## src/rtl/ysyx_23060096_ifu.sv

```systemverilog
// Instruction fetch unit: owns the PC, fetches over req/gnt/rvalid,
// buffers one instruction toward decode, honours redirects and halt.
module ysyx_23060096_ifu #(
   parameter int              XLEN     = 32,
   parameter logic [XLEN-1:0] RESET_PC = 32'h8000_0000
) (
   input  logic            clk,
   input  logic            rst,
   output logic            imem_req,
   output logic [XLEN-1:0] imem_addr,
   input  logic            imem_gnt,
   input  logic            imem_rvalid,
   input  logic [XLEN-1:0] imem_rdata,
   output logic            inst_valid,
   output logic [XLEN-1:0] inst,
   output logic [XLEN-1:0] inst_pc,
   input  logic            inst_ready,
   input  logic            redirect_valid,
   input  logic [XLEN-1:0] redirect_pc,
   input  logic            halt
);

   typedef enum logic [2:0] {
      IDLE,
      REQ,
      WAIT,
      HOLD,
      HALT
   } state_t;

   state_t          state;
   state_t          state_n;
   logic [XLEN-1:0] pc;
   logic [XLEN-1:0] pc_n;
   logic [XLEN-1:0] inst_n;
   logic [XLEN-1:0] inst_pc_n;
   logic            inst_valid_n;
   logic            drop;
   logic            drop_n;
   logic            halted;
   logic            halted_n;
   logic            hlt;
   logic [XLEN-1:0] target;

   assign hlt       = halted | halt;
   assign target    = redirect_pc & ~XLEN'(3);
   assign imem_req  = (state == REQ);
   assign imem_addr = pc;

   always_comb begin
      state_n      = state;
      pc_n         = pc;
      inst_n       = inst;
      inst_pc_n    = inst_pc;
      inst_valid_n = inst_valid;
      drop_n       = drop;
      halted_n     = hlt;
      case (state)
         IDLE: begin
            if (redirect_valid) pc_n = target;
            state_n = hlt ? HALT : REQ;
         end
         REQ: begin
            if (redirect_valid) pc_n = target;
            // a granted request must complete, even when halting
            if (imem_gnt) begin
               state_n = WAIT;
               drop_n  = redirect_valid;
            end else if (hlt) begin
               state_n = HALT;
            end
         end
         WAIT: begin
            if (imem_rvalid) begin
               if (redirect_valid || drop) begin
                  if (redirect_valid) pc_n = target;
                  drop_n  = 1'b0;
                  state_n = hlt ? HALT : REQ;
               end else begin
                  inst_n       = imem_rdata;
                  inst_pc_n    = pc;
                  inst_valid_n = 1'b1;
                  state_n      = HOLD;
               end
            end else if (redirect_valid) begin
               pc_n   = target;
               drop_n = 1'b1;
            end
         end
         HOLD: begin
            if (redirect_valid) begin
               pc_n         = target;
               inst_valid_n = 1'b0;
               state_n      = hlt ? HALT : REQ;
            end else if (inst_ready) begin
               pc_n         = pc + XLEN'(4);
               inst_valid_n = 1'b0;
               state_n      = hlt ? HALT : REQ;
            end
         end
         HALT: begin
            inst_valid_n = 1'b0;
         end
         default: begin
            state_n = IDLE;
         end
      endcase
   end

   always_ff @(posedge clk) begin
      if (rst) begin
         state      <= IDLE;
         pc         <= RESET_PC;
         inst       <= '0;
         inst_pc    <= '0;
         inst_valid <= 1'b0;
         drop       <= 1'b0;
         halted     <= 1'b0;
      end else begin
         state      <= state_n;
         pc         <= pc_n;
         inst       <= inst_n;
         inst_pc    <= inst_pc_n;
         inst_valid <= inst_valid_n;
         drop       <= drop_n;
         halted     <= halted_n;
      end
   end

endmodule

```

## config.mk

```make
export PLATFORM = sky130hd
export DESIGN_NAME = ysyx_23060096_ifu
export DESIGN_NICKNAME = d
export VERILOG_FILES = /design/src/rtl/ysyx_23060096_ifu.sv
export SDC_FILE = /design/constraint.sdc
export NUM_CORES = 1
export LEC_CHECK = 0
export CORE_AREA = 3 3 78 117
export DETAILED_ROUTE_END_ITERATION = 7
export DIE_AREA = 0 0 81 120
export DONT_BUFFER_PORTS = 1
export GPL_ROUTABILITY_DRIVEN = 0
export PLACE_DENSITY = 0.81
export SYNTH_ARGS = -nofsm -noshare
export SYNTH_HDL_FRONTEND = slang
export SYNTH_SLANG_ARGS = --single-unit
export TNS_END_PERCENT = 20
```

## constraint.sdc

```tcl
create_clock -name clk -period 4.6 [get_ports clk]
set_input_delay 0.46 -clock clk [delete_from_list [all_inputs] [get_ports clk]]
set_output_delay 0.46 -clock clk [all_outputs]
set_load 0.02 [all_outputs]
```

Word level (Yosys, flattened, before mapping):

Cells that the tools add are included.

* add/subtract/negate cells: 1
* equality and inequality tests: 11
* mux-type cells: 24
* bitwise gates (word level): 3
* reductions and logical operators: 11

Operators with widths (number)
* two-way mux 32 bit: 5
* one-hot mux 32 bit (3 select lines): 1
* adder 32 x 3 -> 32 bit (second input constant): 1
* two-way mux 3 bit: 7
* one-hot mux 3 bit (5 select lines): 1
* AND reduction 4 bit: 3
* != test 3 bit (second input constant): 3
* two-way mux 1 bit: 8
* equality test 3 x 2 -> 1 bit (second input constant): 2
* AND reduction 3 bit: 2
* nonzero test 3 bit: 2
* != test 2 bit (second input constant): 2
* equality test 3 x 1 -> 1 bit (second input constant): 1
* equality test 3 bit (second input constant): 1
* zero test 3 bit: 1
* != test 3 x 1 -> 1 bit (second input constant): 1
* one-hot mux 1 bit (3 select lines): 1
* != test 2 x 1 -> 1 bit (second input constant): 1
* NOT 1 bit: 2
* one-hot mux 1 bit (2 select lines): 1
* nonzero test 2 bit: 1
* OR reduction 2 bit: 1
* logical OR 1 bit: 1
* OR 1 bit: 1

* flip-flop bits (word level): 102
* bits of input ports: 71
* output and inout bits: 98
* word-level logic and storage cells: 57

Longest topological paths before layout:

Gate-level depths: netlist of run 1.

* depth in word-level cells: 5
* depth in mapped cells: 7

Worst setup path after synthesis of run 1:

OpenSTA, ideal clock, no wires.

* kind: flip-flop to flip-flop
* start: reg pc[15] (netlist: imem_addr[15])
* end: reg pc[29] (netlist: imem_addr[29])
* arrival time: 1.884 ns
* required time: 4.466 ns
* slack: 2.582 ns
* stages on the path, launching flop included: 7
* clock period less this slack: 2.018 ns
* cell sequence: dfxtp_1 > buf_4 > and3_1 > or4b_4 > or4_4 > nand3_1 > o221ai_2

* longest elaborated chain between the ends: 4

Ends and longest elaborated chain
* start: declaration: line 33 `logic [XLEN-1:0] pc;`
* start signal: assignment: line 121 `pc <= pc_n;`
* adder 32 x 3 -> 32 bit: line 96 `pc_n = pc + XLEN'(4);`
* two-way mux 32 bit: line 95 `end else if (inst_ready) begin`
* two-way mux 32 bit: line 91 `if (redirect_valid) begin`
* one-hot mux 32 bit (3 select lines): line 58 `case (state)`

No other way between the ends. The select of a mux whose other input is x is not followed.
A chain may end at the register's enable or synchronous reset.

Worst setup path after layout of run 1:

* start: reg state[2]
* end: reg pc[29] (netlist: imem_addr[29])

* longest elaborated chain between the ends: 4
* elaborated cells between the ends (all ways): 10
* those cells by class: eq/ne: 5; mux: 1; reduce/logical: 4

Ends and longest elaborated chain
* start: declaration: line 31 `state_t state;`
* start signal: assignment: line 120 `state <= state_n;`
* equality test 3 x 1 -> 1 bit or zero test 3 bit (tied branches): line 58
* OR reduction 2 bit (no line)
* nonzero test 3 bit (no line)
* AND reduction 3 bit (no line)

Several ways; a longest one is shown, not always the timed one.

==> flow_summary.toml, run 1 <==
[critical_path]
worstPathArrival_ns = 2.96
reg2regPathDepth = 4
cp-startpoint = "state[2]$_SDFFE_PP0P_"
cp-endpoint = "imem_addr[29]$_SDFFE_PP0P_"
crit_type = "flop to flop"
cp_slowest_cell = "nand4bb_1"
worstPathCellList = "nand4bb_1, or3_1, or3_1, o221ai_2"
rrSetupSlack_ns = 1.91
path_max_fanout = 25
reg2reg_from = "state[2]$_SDFFE_PP0P_"
end_kind = "flop"
rr_endpoint = "imem_addr[29]$_SDFFE_PP0P_"
start_kind = "flop"
crit_path_max_incr_delay_ns = 0.82
required_ns = 4.86
critPathMostFrequentCell = "or3_1"

[sta]
worstMarginPinSlew_ns = 1.16
min_period_over_period_pct = 58.5
slew_viol_final = 0
timing.setup.tns_ns = 0
rsz0062_at_grt = "no"
finalCriticalPeriod_ns = 2.69
setup_viol = 0
max_freq_mhz = 371
skew_ns = 0.00800
hold_viol_final = 0
worst_slew_margin_rel_pct = 22.6

[finish]
nets = 629
area_growth_pct = 5.61
antenna_cells = 0
drive_gt1_share_pct = 5.69

[clock_tree]
cts_num_sinks = 98
ctsResizeCount = 0
cts_setup_buffers = 0
worstSkewPairLatency_ns = 0.34
htreeDepth = 3
clk_pin_slew_worst_paths_ns = 0.07
cts_buffer_depth = 2
cts-root-buf = "clkbuf_16"
hold_buffers = 0
tritoncts.num_buffers = 9
cts_tree = "built"

[grt]
grt_antenna_before_repair = 0
track_usage_pct = 24.7
grt_pass1_vias = 3830
grt_max_degree = 107
grt_overflow = 0
grt_pass1_wl_um = 19000

[logic_synthesis]
yosys_register_bits = 98
async_flop_share_pct = 0
syn_inst = 588
ys.flop_type = "dfxtp_1"
seq_area_frac_synth_pct = 43.5
yosysUniqueCellTypes = 66
yosys_warnings = 0
synth-edff-count = 0
netlist_area_um2 = 4510
syn_area_per_cell_um2 = 7.67

[drt]
route.detailed.drc = 0
ant_nets = 0
post_drt_wl_per_cell_um = 18.6
dr.first_iter.drc_count = 334
first_pass_iters = 5
vias_per_cell = 6.26
num_vias = 4191
drt_wl_total_um = 12500

[die]
start_util_pct = 54.2
die_h_um = 120
io_pins = 169
rows = 41
die_w_um = 81
die_area_um2 = 9720
coreArea_um2 = 8310

[hold_path]
hold_class = "input port to flop"

[run]
drv_cap = 0

[status]
status = "completed"

[place]
dp_hpwl_um = 8710
portBuffers = 0

[pwr]
p_leak_nw = 1.50
power-per-cell-area_nw_per_um2 = 458
vdd_ir_drop_max_uv = 257
power_mw = 2.18
## metal layers
layer / up-vias / GRT usage [%] / routed length, um
li1: 2014 / - / -
met1: 1932 / 27.3 / 4430
met2: 210 / 41.0 / 6410
met3: 35 / 7.43 / 1170
met4: 0 / 14.0 / 457
met5: - / 0 / 0
## synth_stat cells, types with 3 or more instances
cell	instances	share of area [%]
a21oi_1	84	9.3
buf_4	5	0.83
o211ai_1	3	0.50
nor4_1	7	0.97
nand2_1	150	12
dfxtp_1	98	44
and3_1	5	0.69
nor2_1	37	3.1
o21ai_0	12	1.3
or3_1	7	0.97
o2bb2ai_1	3	0.58
o41ai_1	7	1.4
clkbuf_1	39	3.2
nor3_1	13	1.4
nor2b_1	3	0.42
a311oi_1	4	0.78
mux2i_1	3	0.67
o32ai_1	4	0.78
nand4_1	5	0.69
a22oi_1	3	0.50
a211oi_1	3	0.50
a31oi_1	5	0.69
and2_1	3	0.42
nand3_1	17	1.9
o22ai_1	4	0.56
inv_1	7	0.58
a32oi_1	6	1.2
## placed cells by master, fill, tap and decap left out, types with 3 or more instances in the layout
| master | count |
|---|---|
| nand2_1 | 150 |
| dfxtp_1 | 98 |
| a21oi_1 | 84 |
| nor2_1 | 37 |
| nand3_1 | 17 |
| nor3_1 | 13 |
| o21ai_0 | 12 |
| clkbuf_16 | 9 |
| inv_1 | 7 |
| or3_1 | 7 |
| nor4_1 | 7 |
| o41ai_1 | 7 |
| a32oi_1 | 6 |
| a31oi_1 | 5 |
| and3_1 | 5 |
| nand4_1 | 5 |
| a311oi_1 | 4 |
| o32ai_1 | 4 |
| o22ai_1 | 4 |
| conb_1 | 4 |
| nor2b_1 | 3 |
| o211ai_1 | 3 |
| and2_1 | 3 |
| o2bb2ai_1 | 3 |
| a211oi_1 | 3 |
| a22oi_1 | 3 |
| mux2i_1 | 3 |
| buf_4 | 3 |
## where the power goes
part | switching (mW) | internal, mW | total (mW)
Combinational | 0.186 | 0.127 | 0.314
Clock | 0.340 | 0.376 | 0.716
Sequential | 0.227 | 0.923 | 1.15
Total | 0.753 | 1.43 | 2.18
## worst min-delay path by stage
stage	start	endpoint	slack [ns]	cells after the start
3_5_place_dp	halted$_SDFF_PP0_	halted$_SDFF_PP0_	0.48	2
4_1_cts	rst	imem_addr[2]$_SDFFE_PP0P_	0.18	1
5_1_grt	rst	inst[31]$_SDFFE_PP0P_	0.17	1
2_1_floorplan	halted$_SDFF_PP0_	halted$_SDFF_PP0_	0.45	2
3_3_place_gp	halted$_SDFF_PP0_	halted$_SDFF_PP0_	0.47	2
6_report	rst	imem_addr[2]$_SDFFE_PP0P_	0.19	1
## sequential cells by signal (all words and copies together) (netlist names)
register    cells
drop            1
inst_valid      1
halted          1
inst_pc        30
imem_addr      30
state           3
inst           32
## kinds of logic (layout without fill, tap and decap cells)
group           count (synthesis)  after routing  synth area share, %
other cells                     1              4               0.0832
simple gates                  270            270                 27.8
compound gates                159            159                 22.5
mux                             3              3                0.666
buf+inv                        56             27                 5.13
fa+ha+maj                       1              1                0.278
flops                          98             98                 43.5
## stage by stage
stage	hold WS, ns	util [%]	worst slack, ns	instances	instance area [um^2]
finish	0.187	57.3	1.91	669	4760
global route	0.175	57.3	1.71	669	4760
CTS	0.176	57.3	1.93	669	4760
detailed placement	0.478	53.9	1.96	653	4480
global placement	0.466	53.9	2.01	653	4480
floorplan	0.447	-	2.58	591	4520
## worst max-delay path, delay by kind of cell (launching register included)
kind / cells / cell delay, ns
AOI/OAI and AO/OA: 1 / 0.16
and+or+nand+nor: 3 / 1.89
DFF: 1 / 0.56
## area by class of cell
type	count	area [um^2]
repair buffers	3	22.5
fillers	791	3550
clock inverters	7	60.1
clock buffers	9	225
flip-flops and latches	98	1960
multi-input cells	437	2330
well taps	107	134
inverters	8	30.0
Power figures use the tool's default switching activity.
==> run 2, diff against run 1 <==
--- a/config.mk
+++ b/config.mk
@@ -10,7 +10,7 @@
 export DIE_AREA = 0 0 81 120
 export DONT_BUFFER_PORTS = 1
 export GPL_ROUTABILITY_DRIVEN = 0
-export PLACE_DENSITY = 0.81
+export PLACE_DENSITY = 0.84
 export SYNTH_ARGS = -nofsm -noshare
 export SYNTH_HDL_FRONTEND = slang
 export SYNTH_SLANG_ARGS = --single-unit
==> constraint.sdc (replaced) <==
create_clock -name clk -period 2.2 [get_ports clk]
set_input_delay 0.22 -clock clk [delete_from_list [all_inputs] [get_ports clk]]
set_output_delay 0.22 -clock clk [all_outputs]
set_load 0.02 [all_outputs]
==> run 2 against run 1 <==
Net effect: fmax grew 35%; global-route usage up 1.9 points; design area is 7.2% higher; clock skew decreased by 0.0013 ns; die area unchanged; register-to-register slack worse by 1.7 ns; sequential share of layout area down 2.8 points; hold slack got worse by 0.18 ns; critical path depth up 1; utilization increased by 4.1 points; critical endpoint is now imem_addr[27]$_SDFFE_PP0P_.
==> flow_summary.toml, run 2 (same netlist as run 1, synthesis figures left out) <==
[status]
status = "completed"

[sta]
finalCriticalPeriod_ns = 2.00
timing.setup.tns_ns = 0
skew_ns = 0.00674
setup_viol = 0
min_period_over_period_pct = 90.9
worstMarginPinSlew_ns = 0.619
worst_slew_margin_rel_pct = 58.7
hold_viol_final = 0
max_freq_mhz = 500
slew_viol_final = 0
rsz0062_at_grt = "no"

[critical_path]
worstPathArrival_ns = 2.20
end_kind = "flop"
required_ns = 2.40
start_kind = "flop"
reg2regPathDepth = 5
path_max_fanout = 6
rr_endpoint = "imem_addr[27]$_SDFFE_PP0P_"
reg2reg_from = "imem_addr[10]$_SDFFE_PP0P_"
rrSetupSlack_ns = 0.20
crit_type = "flop to flop"

[finish]
drive_gt1_share_pct = 11.0
final_common_cell = "nand2_1"
finish.utilization_pct = 61.4
final_cell_mix = "150 x nand2_1, 98 x dfxtp_1, 84 x a21oi_1, 37 x nor2_1, 36 x buf_4"
area_growth_pct = 13.2
largest_reg_flops = 32
regMostFlops = "inst"
antenna_cells = 0
fillers = 760
finalNonFillerCells = 707
nets = 668

[clock_tree]
cts_buffer_depth = 2
cts-root-buf = "clkbuf_16"
cts_tree = "built"
tritoncts.num_buffers = 9
worstSkewPairLatency_ns = 0.34
clk_pin_slew_worst_paths_ns = 0.07
cts_setup_buffers = 0
htreeDepth = 3
ctsResizeCount = 0
cts_num_sinks = 98
hold_buffers = 3

[hold_path]
hold_class = "input port to flop"
holdPathStages = 2
min-delay-start = "imem_rdata[13]"
holdPathEnd = "inst[13]$_SDFFE_PP0P_"

[drt]
dr.first_iter.drc_count = 495
drt_wl_total_um = 13200
num_vias = 4480
first_pass_iters = 7
route.detailed.drc = 0
post_drt_wl_per_cell_um = 18.7
ant_nets = 0
vias_per_cell = 6.34

[pwr]
p_sw_share_pct = 33.2
combPwrFrac_pct = 23.2
p_leak_nw = 1.70
vdd_ir_drop_max_uv = 470
pwr-share-seq_pct = 44.9
power.switching_mw = 1.60
power-per-cell-area_nw_per_um2 = 945
power_mw = 4.83
p_int_mw = 3.22
p_clk_share_pct = 32.0

[die]
io_pins = 169
start_util_pct = 54.2
die_area_um2 = 9720
die_w_um = 81
rows = 41
coreArea_um2 = 8310
die_h_um = 120

[grt]
grt_max_degree = 87
track_usage_pct = 26.6
grt_pass1_vias = 4127
grt_antenna_before_repair = 0
grt_overflow = 0
grt_pass1_wl_um = 20400

[run]
drv_cap = 0

[place]
portBuffers = 0
dp_hpwl_um = 9120
placed_cells = 687
-- run 2: changes by cell type in the layout (fill, tap and decap cells not counted), sizes merged --
cell         previous run  this run
buf                     3        38
bufinv                  0         1
clkinv                  3         2
clkinvlp                2         4
dlygate4sd3             0         4
inv                    10         7
-- run 2: worst max-delay path by stage --
| stage | start | end | slack [ns] | depth (start not counted) |
|---|---|---|---|---|
| 2_1_floorplan | imem_addr[15]$_SDFFE_PP0P_ | imem_addr[29]$_SDFFE_PP0P_ | 0.18 | 6 |
| 3_3_place_gp | imem_addr[17]$_SDFFE_PP0P_ | imem_addr[27]$_SDFFE_PP0P_ | 0.34 | 5 |
| 3_5_place_dp | imem_addr[3]$_SDFFE_PP0P_ | imem_addr[21]$_SDFFE_PP0P_ | 0.25 | 5 |
| 4_1_cts | imem_addr[3]$_SDFFE_PP0P_ | imem_addr[21]$_SDFFE_PP0P_ | 0.28 | 5 |
| 5_1_grt | imem_addr[3]$_SDFFE_PP0P_ | imem_addr[21]$_SDFFE_PP0P_ | 0.07 | 5 |
| 6_report | imem_addr[10]$_SDFFE_PP0P_ | imem_addr[27]$_SDFFE_PP0P_ | 0.20 | 5 |
-- run 2: layer usage --
layer,track usage (%),vias to the layer above,part of all wire (%)
li1,-,2092,-
met1,29.1,2081,36
met2,46.0,268,51
met3,7.58,39,9.2
met4,13.0,0,3.5
met5,0,-,0
-- run 2: stage by stage --
| step | area (um^2) | worst slack [ns] | hold slack [ns] |
|---|---|---|---|
| floorplan | 4520 | 0.182 | 0.356 |
| global placement | 4740 | 0.345 | 0.301 |
| detailed placement | 4740 | 0.254 | 0.300 |
| CTS | 5080 | 0.281 | 0.0000693 |
| global route | 5100 | 0.0711 | 0.000658 |
| finish | 5100 | 0.200 | 0.0110 |
-- run 2: critical path, cell delays in order, from the launching register on --
cell	delay (ns)
dfxtp_1	0.41
nand3_1	0.16
or2_0	0.37
or3_1	0.46
o41ai_1	0.32
a2111oi_1	0.13
-- run 2: power by group through the flow --
stage / registers (mW) / clock network (mW) / logic [mW]
floorplan: 2.27 / 0 / 0.653
global placement: 2.19 / 0 / 1.03
detailed placement: 2.20 / 0 / 1.06
CTS: 2.16 / 1.57 / 1.10
global route: 2.18 / 1.65 / 1.23
finish: 2.16 / 1.54 / 1.12
-- run 2: layout make-up --
cell class / instances / area [um^2] / share of cell area, %
repair buffers: 42 / 358 / 7.01
clock buffers: 9 / 225 / 4.41
clock inverters: 6 / 68.8 / 1.35
well taps: 107 / 134 / 2.62
inverters: 8 / 30.0 / 0.588
multi-input cells: 437 / 2330 / 45.6
flip-flops and latches: 98 / 1960 / 38.4
